### src/rtl/branch_resolve_unit.sv
// -----------------------------------------------------------------------------
// branch_resolve_unit
//
// Purpose:
//    Tracks in-flight branch predictions in a small circular FIFO.
//    Each branch resolving in EX pops the oldest prediction and compares it
//    with the actual outcome. A mismatch flushes the younger pipeline
//    stages, redirects fetch to the correct path and empties the FIFO,
//    because every queued entry is younger and therefore on the wrong path.
//    Every resolution, including a pop from an empty queue, produces a
//    one-cycle training pulse for the predictor.
//
// Ports:
//    clk              in   rising-edge clock
//    reset            in   synchronous active-high reset
//    pred_valid       in   push a prediction this cycle
//    pred_taken       in   predicted direction of the pushed branch
//    branchex         in   oldest in-flight branch resolves this cycle (pop)
//    outcome          in   actual direction, qualified by branchex
//    ex_target        in   taken-path address of the resolving branch
//    ex_pc_plus4      in   fall-through address of the resolving branch
//    flush            out  one-cycle squash pulse
//    redirect_pc      out  corrected fetch address, held between flushes
//    update_valid     out  one-cycle predictor training pulse
//    update_taken     out  outcome to train with
//    branch_count     out  resolved branches (wraps at 2^32)
//    mispredict_count out  mispredicted branches (wraps at 2^32)
//    underflow_err    out  sticky: pop seen with an empty queue
//    overflow_err     out  sticky: push dropped because queue was full
// -----------------------------------------------------------------------------
module branch_resolve_unit #(
   parameter int ADDR_W = 64,
   parameter int DEPTH  = 4
) (
   input  logic              clk,
   input  logic              reset,
   input  logic              pred_valid,
   input  logic              pred_taken,
   input  logic              branchex,
   input  logic              outcome,
   input  logic [ADDR_W-1:0] ex_target,
   input  logic [ADDR_W-1:0] ex_pc_plus4,
   output logic              flush,
   output logic [ADDR_W-1:0] redirect_pc,
   output logic              update_valid,
   output logic              update_taken,
   output logic [31:0]       branch_count,
   output logic [31:0]       mispredict_count,
   output logic              underflow_err,
   output logic              overflow_err
);

   localparam int PTR_W = $clog2(DEPTH);
   localparam int CNT_W = PTR_W + 1;
   localparam logic [CNT_W-1:0] FULL_CNT = CNT_W'(DEPTH);

   // Queue state
   logic [DEPTH-1:0]  mem_q,    mem_d;
   logic [PTR_W-1:0]  rd_ptr_q, rd_ptr_d;
   logic [PTR_W-1:0]  wr_ptr_q, wr_ptr_d;
   logic [CNT_W-1:0]  count_q,  count_d;

   // Output registers
   logic              flush_q,        flush_d;
   logic [ADDR_W-1:0] redirect_q,     redirect_d;
   logic              upd_valid_q,    upd_valid_d;
   logic              upd_taken_q,    upd_taken_d;
   logic [31:0]       br_cnt_q,       br_cnt_d;
   logic [31:0]       mis_cnt_q,      mis_cnt_d;
   logic              underflow_q,    underflow_d;
   logic              overflow_q,     overflow_d;

   // Decoded per-cycle events
   logic empty_s;
   logic full_s;
   logic pop_ok_s;
   logic head_s;
   logic mispredict_s;
   logic push_ok_s;

   // Event decode: which pops are real, which pushes are accepted
   always_comb begin
      empty_s      = (count_q == {CNT_W{1'b0}});
      full_s       = (count_q == FULL_CNT);
      pop_ok_s     = branchex & ~empty_s;
      head_s       = mem_q[rd_ptr_q];
      mispredict_s = pop_ok_s & (head_s != outcome);
      // A pop frees the head slot in the same cycle, so a full queue can
      // still take a push; pushes alongside a mispredict are wrong-path.
      push_ok_s    = pred_valid & ~mispredict_s & (~full_s | pop_ok_s);
   end

   // Next-state computation for the queue, counters and output registers
   always_comb begin
      mem_d       = mem_q;
      rd_ptr_d    = rd_ptr_q;
      wr_ptr_d    = wr_ptr_q;
      count_d     = count_q;
      flush_d     = 1'b0;
      redirect_d  = redirect_q;
      upd_valid_d = 1'b0;
      upd_taken_d = upd_taken_q;
      br_cnt_d    = br_cnt_q;
      mis_cnt_d   = mis_cnt_q;
      underflow_d = underflow_q;
      overflow_d  = overflow_q;

      // Every pop trains the predictor, even one from an empty queue.
      if (branchex) begin
         upd_valid_d = 1'b1;
         upd_taken_d = outcome;
      end else begin
         upd_taken_d = upd_taken_q;
      end

      if (branchex && empty_s) begin
         underflow_d = 1'b1;
      end else begin
         underflow_d = underflow_q;
      end

      // Only a genuine full-queue drop is an overflow, not a wrong-path discard.
      if (pred_valid && !mispredict_s && !push_ok_s) begin
         overflow_d = 1'b1;
      end else begin
         overflow_d = overflow_q;
      end

      if (pop_ok_s) begin
         br_cnt_d = br_cnt_q + 32'd1;
      end else begin
         br_cnt_d = br_cnt_q;
      end

      if (mispredict_s) begin
         flush_d    = 1'b1;
         redirect_d = outcome ? ex_target : ex_pc_plus4;
         mis_cnt_d  = mis_cnt_q + 32'd1;
         // Empty the queue by collapsing the read pointer onto the write pointer.
         rd_ptr_d   = wr_ptr_q;
         count_d    = {CNT_W{1'b0}};
      end else begin
         if (pop_ok_s) begin
            rd_ptr_d = rd_ptr_q + {{(PTR_W-1){1'b0}}, 1'b1};
         end else begin
            rd_ptr_d = rd_ptr_q;
         end
         if (push_ok_s) begin
            mem_d[wr_ptr_q] = pred_taken;
            wr_ptr_d        = wr_ptr_q + {{(PTR_W-1){1'b0}}, 1'b1};
         end else begin
            wr_ptr_d = wr_ptr_q;
         end
         case ({push_ok_s, pop_ok_s})
            2'b10:   count_d = count_q + {{(CNT_W-1){1'b0}}, 1'b1};
            2'b01:   count_d = count_q - {{(CNT_W-1){1'b0}}, 1'b1};
            default: count_d = count_q;
         endcase
      end
   end

   // State register with synchronous reset taking priority over push/pop
   always_ff @(posedge clk) begin
      if (reset) begin
         mem_q       <= {DEPTH{1'b0}};
         rd_ptr_q    <= {PTR_W{1'b0}};
         wr_ptr_q    <= {PTR_W{1'b0}};
         count_q     <= {CNT_W{1'b0}};
         flush_q     <= 1'b0;
         redirect_q  <= {ADDR_W{1'b0}};
         upd_valid_q <= 1'b0;
         upd_taken_q <= 1'b0;
         br_cnt_q    <= 32'd0;
         mis_cnt_q   <= 32'd0;
         underflow_q <= 1'b0;
         overflow_q  <= 1'b0;
      end else begin
         mem_q       <= mem_d;
         rd_ptr_q    <= rd_ptr_d;
         wr_ptr_q    <= wr_ptr_d;
         count_q     <= count_d;
         flush_q     <= flush_d;
         redirect_q  <= redirect_d;
         upd_valid_q <= upd_valid_d;
         upd_taken_q <= upd_taken_d;
         br_cnt_q    <= br_cnt_d;
         mis_cnt_q   <= mis_cnt_d;
         underflow_q <= underflow_d;
         overflow_q  <= overflow_d;
      end
   end

   assign flush            = flush_q;
   assign redirect_pc      = redirect_q;
   assign update_valid     = upd_valid_q;
   assign update_taken     = upd_taken_q;
   assign branch_count     = br_cnt_q;
   assign mispredict_count = mis_cnt_q;
   assign underflow_err    = underflow_q;
   assign overflow_err     = overflow_q;

endmodule

### config.mk
export PLATFORM = sky130hd
export DESIGN_NAME = branch_resolve_unit
export DESIGN_NICKNAME = d
export VERILOG_FILES = /design/src/rtl/branch_resolve_unit.sv
export SDC_FILE = /design/constraint.sdc
export NUM_CORES = 1
export LEC_CHECK = 0
export ABC_AREA = 1
export CORE_MARGIN = 2
export CORE_UTILIZATION = 35
export CTS_BUF_LIST = sky130_fd_sc_hd__clkbuf_8
export DETAILED_ROUTE_END_ITERATION = 16
export PLACE_DENSITY = 0.68
export SYNTH_ARGS = -nofsm -noshare
export SYNTH_HDL_FRONTEND = slang
export SYNTH_SLANG_ARGS = --single-unit
### constraint.sdc
create_clock -name clk -period 1.9 [get_ports clk]
set_input_delay 0.38 -clock clk [delete_from_list [all_inputs] [get_ports clk]]
set_output_delay 0.38 -clock clk [all_outputs]
set_load 0.05 [all_outputs]
### Word-level counts from Yosys, hierarchy flattened

Cells that the tools add are included.

| word-level totals | value |
|---|---|
| word-level logic and storage cells | 55 |
| input bits | 134 |
| output and inout port bits | 133 |
| register bits | 144 |

| cells by class | value |
|---|---|
| reductions and logical operators | 11 |
| bitwise logic cells | 8 |
| $add $sub $neg | 6 |
| mux-type cells | 11 |
| equal/unequal tests | 4 |
| magnitude comparators | 3 |

Operators by type and width:

| operator | number |
|---|---|
| adder 32 x 1 -> 32 bit (second input constant) | 2 |
| two-way mux 64 bit | 1 |
| < comparator 2 x 3 -> 1 bit (second input constant) | 2 |
| case mux 3 bit (2 select lines) | 1 |
| adder 2 x 1 -> 2 bit (second input constant) | 2 |
| AND 1 bit | 4 |
| bitwise mux 4 bit | 1 |
| logical AND 1 bit | 4 |
| two-way mux 1 bit | 4 |
| two-way mux 2 bit | 2 |
| nonzero test 2 bit | 2 |
| adder 3 x 1 -> 3 bit (second input constant) | 1 |
| == test 3 bit (second input constant) | 1 |
| logical NOT 3 bit | 1 |
| NOT 1 bit | 3 |
| subtractor 3 x 1 -> 3 bit (second input constant) | 1 |
| binary-select mux 1 bit (select 2 bit) | 1 |
| demux 1 bit (select 2 bit) | 1 |
| == test 2 x 1 -> 1 bit (second input constant) | 1 |
| == test 2 bit (second input constant) | 1 |
| greater-or-equal comparator 2 x 1 -> 1 bit (second input constant) | 1 |
| logical NOT 1 bit | 2 |
| AND reduction 2 bit | 1 |
| OR reduction 2 bit | 1 |
| other kinds (2) | 2 |

### Longest topological paths before layout

Gate-level depths: netlist of the first run.

| depth | value |
|---|---|
| depth after elaboration | 9 |
| depth in mapped cells | 16 |
| gate-level depth less buffers | 15 |

### Worst setup path before layout of the first run

Ideal clock, no wire load.

| timing | value |
|---|---|
| kind | register -> register |
| from | register br_cnt_q[0], in the netlist branch_count[0] |
| to | register br_cnt_q[18], in the netlist branch_count[18] |
| arrival | 1.935 ns |
| data required time | 1.783 ns |
| period minus slack after synthesis | 2.052 ns |
| path slack | -0.152 ns |
| path buffers | 0 |
| library setup time | 0.117 ns |
| stages on the path, launching flop included | 11 |
| cells stage by stage | dfxtp_1 -> ha_1 -> nand3_1 -> nor2_1 -> inv_1 -> nor3_1 -> nand2_1 -> nor3_1 -> nand2_1 -> nand2_1 -> nor2_1 |

| on the way | value |
|---|---|
| longest elaborated chain between the ends | 1 |

Ends and longest elaborated chain:

| what | line | RTL |
|---|---|---|
| from (decl) | 68 | `logic [31:0] br_cnt_q, br_cnt_d;` |
| from (signal assigned) | 186 | `br_cnt_q <= br_cnt_d;` |
| adder 32 x 1 -> 32 bit | 130 | `br_cnt_d = br_cnt_q + 32'd1;` |

No other way between the ends.
A chain may end at the register's enable or synchronous reset.

### Worst setup path after layout of the first run

| timing | value |
|---|---|
| from | register count_q[0] |
| to | register count_q[2] |

| on the way | value |
|---|---|
| longest elaborated chain between the ends | 9 |
| elaborated cells on any way between the ends | 17 |
| classes of those cells | 2 x add/sub; 3 x eq/ne; 1 x mux; 8 x bitwise; 3 x reduce/logical |

Ends and longest elaborated chain:

| what | line | RTL |
|---|---|---|
| from (decl) | 61 | `logic [CNT_W-1:0] count_q, count_d;` |
| from (signal assigned) | 168 | `count_q <= {CNT_W{1'b0}};` |
| from (signal assigned) | 181 | `count_q <= count_d;` |
| logical NOT 3 bit | 83 | `empty_s = (count_q == {CNT_W{1'b0}});` |
| NOT 1 bit | 85 | `pop_ok_s = branchex & ~empty_s;` |
| AND 1 bit | 85 |  |
| AND 1 bit | 87 | `mispredict_s = pop_ok_s & (head_s != outcome);` |
| NOT 1 bit (no line) | n/a |  |
| AND 1 bit (2 in series) | 90 | `push_ok_s = pred_valid & ~mispredict_s & (~full_s \| pop_ok_s);` |
| == test 2 x 1 -> 1 bit or == test 2 bit (tied branches) | 154 | `case ({push_ok_s, pop_ok_s})` |
| case mux 3 bit (2 select lines) or nonzero test 2 bit (tied branches) | n/a |  |

Several ways; a longest one is shown, not always the timed one.

==> impl_metrics.env, run 1 <==
export IMPL_vias=7341
export IMPL_fmax_ghz=0.5558
export IMPL_final_layout_size_suffix_gt1_share_pct=20.03
export IMPL_required_ns=2.24
export IMPL_clkLatencyLatePin_ns=0.45
export IMPL_fin_tns_setup_ns=0
export IMPL_clkSinkCount=144
export IMPL_seq_area_mm2=0.002897
export IMPL_clock_path_buffers=2
export IMPL_worstSetupStartpointType="register"
export IMPL_row_count=52
export IMPL_final_area_mm2=0.01065
export IMPL_hold_path_depth=3
export IMPL_wl_met2_um=11370
export IMPL_grt_max_degree=65
export IMPL_grt_pass1_wl_um=35880
export IMPL_max_slew_margin_pct=64.52
export IMPL_ys_flop_type="dfxtp_1"
export IMPL_ant_nets=0
export IMPL_firstDrtPassIters=4
export IMPL_cp_end_kind="register"
export IMPL_first_iter_violations=328
export IMPL_finalCritPeriodShare_pct=94.70
export IMPL_clkTransAtPathRegs_ns=0.08
export IMPL_io_buffers=266
export IMPL_syn_cell_area_mm2=0.007232
export IMPL_grt_ovfl_total=0
export IMPL_yosys_warnings=0
export IMPL_yosysSeqAreaShare_pct=39.86
export IMPL_drv_cap=0
export IMPL_synth_distinct_cells=37
export IMPL_yosys_top_cells_count="261 x nand2_1, 144 x dfxtp_1, 87 x nor2_1, 79 x inv_1"
export IMPL_peakVddDrop_v=0.0004789
export IMPL_grt_pass1_vias=7019
export IMPL_cts_root_buf="clkbuf_8"
export IMPL_track_usage_pct=20.59
export IMPL_worst_setup_path_type="reg -> reg"
export IMPL_cts_buffers_inserted=17
export IMPL_power_density_mw_per_mm2=939.7
export IMPL_fp_dieH_um=147.7
export IMPL_ios=267
export IMPL_holdWs_ns=0.3132
export IMPL_critPathArrivalTime_ns=2.14
export IMPL_routed_wl_um=22410
export IMPL_synth_cells=974
export IMPL_fin_util_pct=52.61
export IMPL_nFillCells=1985
export IMPL_place_congestion=0.8743
export IMPL_slew_viol_final=0
export IMPL_finalNonFillerCells=1543
export IMPL_die_area_mm2=0.02183
export IMPL_synth_area_leaders="dfxtp_1 40%, nand2_1 14%, mux2i_1 8.9%"
export IMPL_drc=0
export IMPL_wl_met1_um=9286
export IMPL_status="completed"
export IMPL_setup_viol=0
export IMPL_finalClockSkew_ns=0.01305
export IMPL_antenna_found_initial=0
export IMPL_dp_cells=1507
export IMPL_synth_edf_count=0
export IMPL_dpl_hpwl_um=17420
export IMPL_rr_worst_depth=13
export IMPL_avgSynthCellArea_um2=7.425
export IMPL_yosysTopAreaCell="dfxtp_1"
export IMPL_wl_met3_um=1366
export IMPL_hold_path_class="in -> reg"
export IMPL_diodes=0
export IMPL_synth_most_common_cell="nand2_1"
export IMPL_async_flop_share_pct=0
export IMPL_avgViaCountPerCell=4.758
export IMPL_fp_dieW_um=147.7
export IMPL_period_minus_slack_ns=1.799
export IMPL_ys_ff_latch=144
export IMPL_p_leak_nw=4.368
export IMPL_wl_per_cell_um=14.53
export IMPL_core_area_mm2=0.02023
export IMPL_placed_cell_area_mm2=0.01007
export IMPL_top_layer="met4"
export IMPL_syn2layout_area_growth_pct=47.20
export IMPL_start_util_pct=35.74
export IMPL_worstMarginPinSlew_ns=0.5343
export IMPL_synthDominantCellAreaShare_pct=39.86
export IMPL_multi_input_area_mm2=0.003894
export IMPL_cts_max_level=4
export IMPL_hold_viol=0
export IMPL_fin_nets=1401
export IMPL_cts_tree="done"
export IMPL_critPathMaxFanout=4
export IMPL_synth_nets=1115
[sequential cells by signal, indices dropped and copies added (netlist names)]
signal / flops
rd_ptr_q: 2
count_q: 3
branch_count: 32
mispredict_count: 32
update_taken: 1
flush: 1
redirect_pc: 64
underflow_err: 1
mem_q: 4
update_valid: 1
overflow_err: 1
wr_ptr_q: 2
[per-stage QoR]
step	total power, W	worst slack (ns)
floorplan	0.005836	0.004303
detailed placement	0.007138	-0.3443
finish	0.01000	0.1006
global placement	0.007089	-0.3078
CTS	0.009970	0.04967
global route	0.01053	-0.02998
[timing repair]
item,4_1_cts,5_1_grt
setup buffers,0,4
resized for setup,21,28
pin swaps,0,9
endpoints found under the setup margin,24,71
hold buffers,0,0
[cell usage in the layout (no fill, tap or decap), types with 3 or more instances in the layout]
cell type        count
nor3b_1              3
clkdlybuf4s50_1    131
a21oi_1             63
nor2_1              84
o21ai_2             18
clkbuf_8            17
nand2_2              7
o21ai_1             45
nor2_2               6
ha_1                 6
nand4_1              7
nor3_2               6
dfxtp_1            137
dfxtp_2              5
inv_2                7
inv_1               77
nand2_1            257
nand3_2              4
o21ai_0             26
buf_4              145
xor2_1              21
xnor2_1             10
buf_12               7
nor3_1              37
bufinv_16            5
dlygate4sd2_1       20
inv_6                4
nor2_4               3
nand3_1             21
nand3_4              4
mux2i_1             64
[per-layer routing]
layer,global-route usage [%],vias up
met3,5.185,27
met4,6.202,0
met2,36.02,229
met5,0,-
met1,24.89,3334
li1,-,3751
[path summary, 6_finish.rpt]
check                    start           end  slack (ns)
setup / recovery    count_q[0]    count_q[2]        0.10
setup reg to reg    count_q[0]    count_q[2]        0.10
hold / removal         outcome  update_taken        0.31
hold reg to reg   overflow_err  overflow_err        0.46
[critical path, cell delays in order, from the launching register on]
cell and delay [ns]:
dfxtp_2 0.35, inv_2 0.06, nand2_2 0.09, o21ai_4 0.15, inv_2 0.08, nand3_4 0.10
nand2_4 0.06, nand2_2 0.09, inv_1 0.05, fa_2 0.33, inv_2 0.07, nand3_2 0.08
a21oi_2 0.14, nor2_1 0.05
[logic make-up after synthesis]
kind of cell,after synthesis,synth area share [%]
xor+xnor,31,3.754
simple gates,447,26.40
flops,144,39.86
compound gates,159,12.18
fa+ha+maj,7,1.315
buf+inv,122,7.630
mux,64,8.858
[power by group]
part           leakage, nW  internal, W  total [W]  switching, W
logic                 2.96      0.00124    0.00353       0.00228
clock network        0.235      0.00159    0.00286       0.00127
registers             1.17      0.00338    0.00362      0.000236
total                 4.37      0.00621     0.0100       0.00379
[final cells by class]
cell class                      count  area share (%)
Clock inverter                     15           2.163
Clock buffer                       17           2.198
Inverter                           84           2.985
Multi-Input combinational cell    708           36.58
Tap cell                          270           3.173
Sequential cell                   144           27.21
Timing Repair Buffer              305           25.69
Note: power is estimated with default switching activity, not from simulation.
==> run 2: changes to the inputs <==
--- a/config.mk
+++ b/config.mk
@@ -6,6 +6,7 @@
 export NUM_CORES = 1
 export LEC_CHECK = 0
 export ABC_AREA = 1
+export CORE_ASPECT_RATIO = 0.75
 export CORE_MARGIN = 2
 export CORE_UTILIZATION = 35
 export CTS_BUF_LIST = sky130_fd_sc_hd__clkbuf_8
==> impl_metrics.env, run 2 (synthesis gave the netlist of run 1 again) <==
export IMPL_fp_dieW_um=170.0
export IMPL_ios=267
export IMPL_hold_viol=0
export IMPL_fmax_ghz=0.5623
export IMPL_cts_tree="done"
export IMPL_avgViaCountPerCell=4.796
export IMPL_largest_reg_flops=64
export IMPL_status="completed"
export IMPL_max_slew_margin_pct=65.54
export IMPL_final_cell_mix="258 x nand2_1, 147 x buf_4, 137 x dfxtp_1"
export IMPL_critPathArrivalTime_ns=2.12
export IMPL_worst_setup_path_type="reg -> reg"
export IMPL_row_count=45
export IMPL_hold_path_class="in -> reg"
export IMPL_holdWs_ns=0.2576
export IMPL_syn2layout_area_growth_pct=46.42
export IMPL_dpl_hpwl_um=17130
export IMPL_required_ns=2.24
export IMPL_p_clk_share_pct=27.5
export IMPL_routed_wl_um=21920
export IMPL_peakVddDrop_v=0.0004331
export IMPL_worstSetupStartpointType="register"
export IMPL_start_util_pct=35.68
export IMPL_die_area_mm2=0.02184
export IMPL_cts_hold_buf=0
export IMPL_clkLatencyLatePin_ns=0.46
export IMPL_place_congestion=0.8948
export IMPL_fp_dieH_um=128.5
export IMPL_sw_frac_of_total_pct=37.83
export IMPL_drc=0
export IMPL_period_minus_slack_ns=1.778
export IMPL_path_cells="inv_4 > nand2_1 > nand3_2 > nand2_2 > nand2_2 > nand3_4 > nand2_2 > nand2_2 > inv_1 > fa_2 > inv_1 > or2_2 > a21oi_1 > nor2_1"
export IMPL_grt_pass1_wl_um=34050
export IMPL_firstDrtPassIters=5
export IMPL_vias=7362
export IMPL_cp_end_kind="register"
export IMPL_grt_max_degree=65
export IMPL_final_area_mm2=0.01059
export IMPL_ant_nets=0
export IMPL_clock_path_buffers=2
export IMPL_grt_ovfl_total=0
export IMPL_setup_viol=0
export IMPL_cts_max_level=4
export IMPL_antenna_found_initial=0
export IMPL_pwr_share_comb_pct=35.4
export IMPL_layout_commonest_cell="nand2_1"
export IMPL_postLayoutSetupSlackWorst_ns=0.1215
export IMPL_cts_root_buf="clkbuf_8"
export IMPL_first_iter_violations=395
export IMPL_nFillCells=2040
export IMPL_io_buffers=266
export IMPL_fin_tns_setup_ns=0
export IMPL_core_area_mm2=0.02027
export IMPL_slowest_delay_ns=0.37
export IMPL_power_density_mw_per_mm2=914.9
export IMPL_cts_setup_buffers=0
export IMPL_cp_common_cell="nand2_2"
export IMPL_finalNonFillerCells=1535
export IMPL_drv_cap=0
export IMPL_worstMarginPinSlew_ns=0.5190
export IMPL_dp_cells=1505
export IMPL_placed_cell_area_mm2=0.01016
export IMPL_rsz0062_at_grt="false"
export IMPL_p_leak_nw=4.364
export IMPL_crit_slowest_cell="dfxtp_4"
export IMPL_dp_slack_ns=-0.2646
export IMPL_final_layout_size_suffix_gt1_share_pct=19.19
export IMPL_clkTransAtPathRegs_ns=0.08
export IMPL_critPathMaxFanout=5
export IMPL_diodes=0
export IMPL_power_switching_w=0.003665
export IMPL_grt_pass1_vias=6740
export IMPL_seq_power_share_pct=37.2
export IMPL_power_internal_w=0.006023
export IMPL_clkSinkCount=144
export IMPL_finalClockSkew_ns=0.01810
export IMPL_slew_viol_final=0
export IMPL_finalCritPeriodShare_pct=93.61
export IMPL_track_usage_pct=19.69
export IMPL_cts_buffers_inserted=17
export IMPL_fin_nets=1407
export IMPL_wl_per_cell_um=14.28
[run 2: power groups by stage]
stage	Clock, W	Combinational, W	Sequential (W)
4_1_cts	0.00274	0.00345	0.00359
2_1_floorplan	0	0.00123	0.00460
3_5_place_dp	0	0.00350	0.00366
6_report	0.00266	0.00343	0.00360
5_1_grt	0.00287	0.00367	0.00365
3_3_place_gp	0	0.00348	0.00365
[run 2: per-stage QoR]
stage                     total power [W]  util (%)
after floorplan                  0.005836         -
after global placement           0.007130     50.12
after detailed placement         0.007156     50.12
after CTS                        0.009780     52.07
after global routing              0.01018     52.24
final                            0.009688     52.24
[run 2: worst paths after layout]
path,slack [ns],to,cells past startpoint,from
max,0.12,count_q[2],14,rd_ptr_q[0]
min,0.26,update_taken,3,outcome
max reg2reg,0.12,count_q[2],14,rd_ptr_q[0]
min reg2reg,0.45,overflow_err,2,overflow_err
[run 2: critical path: cells and delay by family (launching register included)]
kind	cells	cell delay [ns]
buf+inv	3	0.16
fa+ha+maj	1	0.17
simple gates	9	0.82
flops	1	0.37
compound gates	1	0.14
[run 2: timing repair]
item,CTS,global route
pin swaps,0,1
resized for setup,24,11
endpoints found under the setup margin,24,23
[run 2: cell type report]
type,instances,area [µm²],area share (%)
clock buffers,17,234.0,2.210
clock inverters,13,190.2,1.796
inverters,84,317.8,3.001
multi-input cells,708,3835,36.22
flip-flops and latches,144,2894,27.33
well taps,258,322.8,3.049
repair buffers,311,2795,26.40
[run 2: metal layers]
layer | vias to the layer above | global-route usage (%) | share of wire (%)
met2 | 250 | 33.52 | 48
met3 | 19 | 5.383 | 7.3
met1 | 3356 | 24.98 | 44
met5 | - | 0 | 0
met4 | 0 | 4.625 | 1.0
li1 | 3737 | - | -
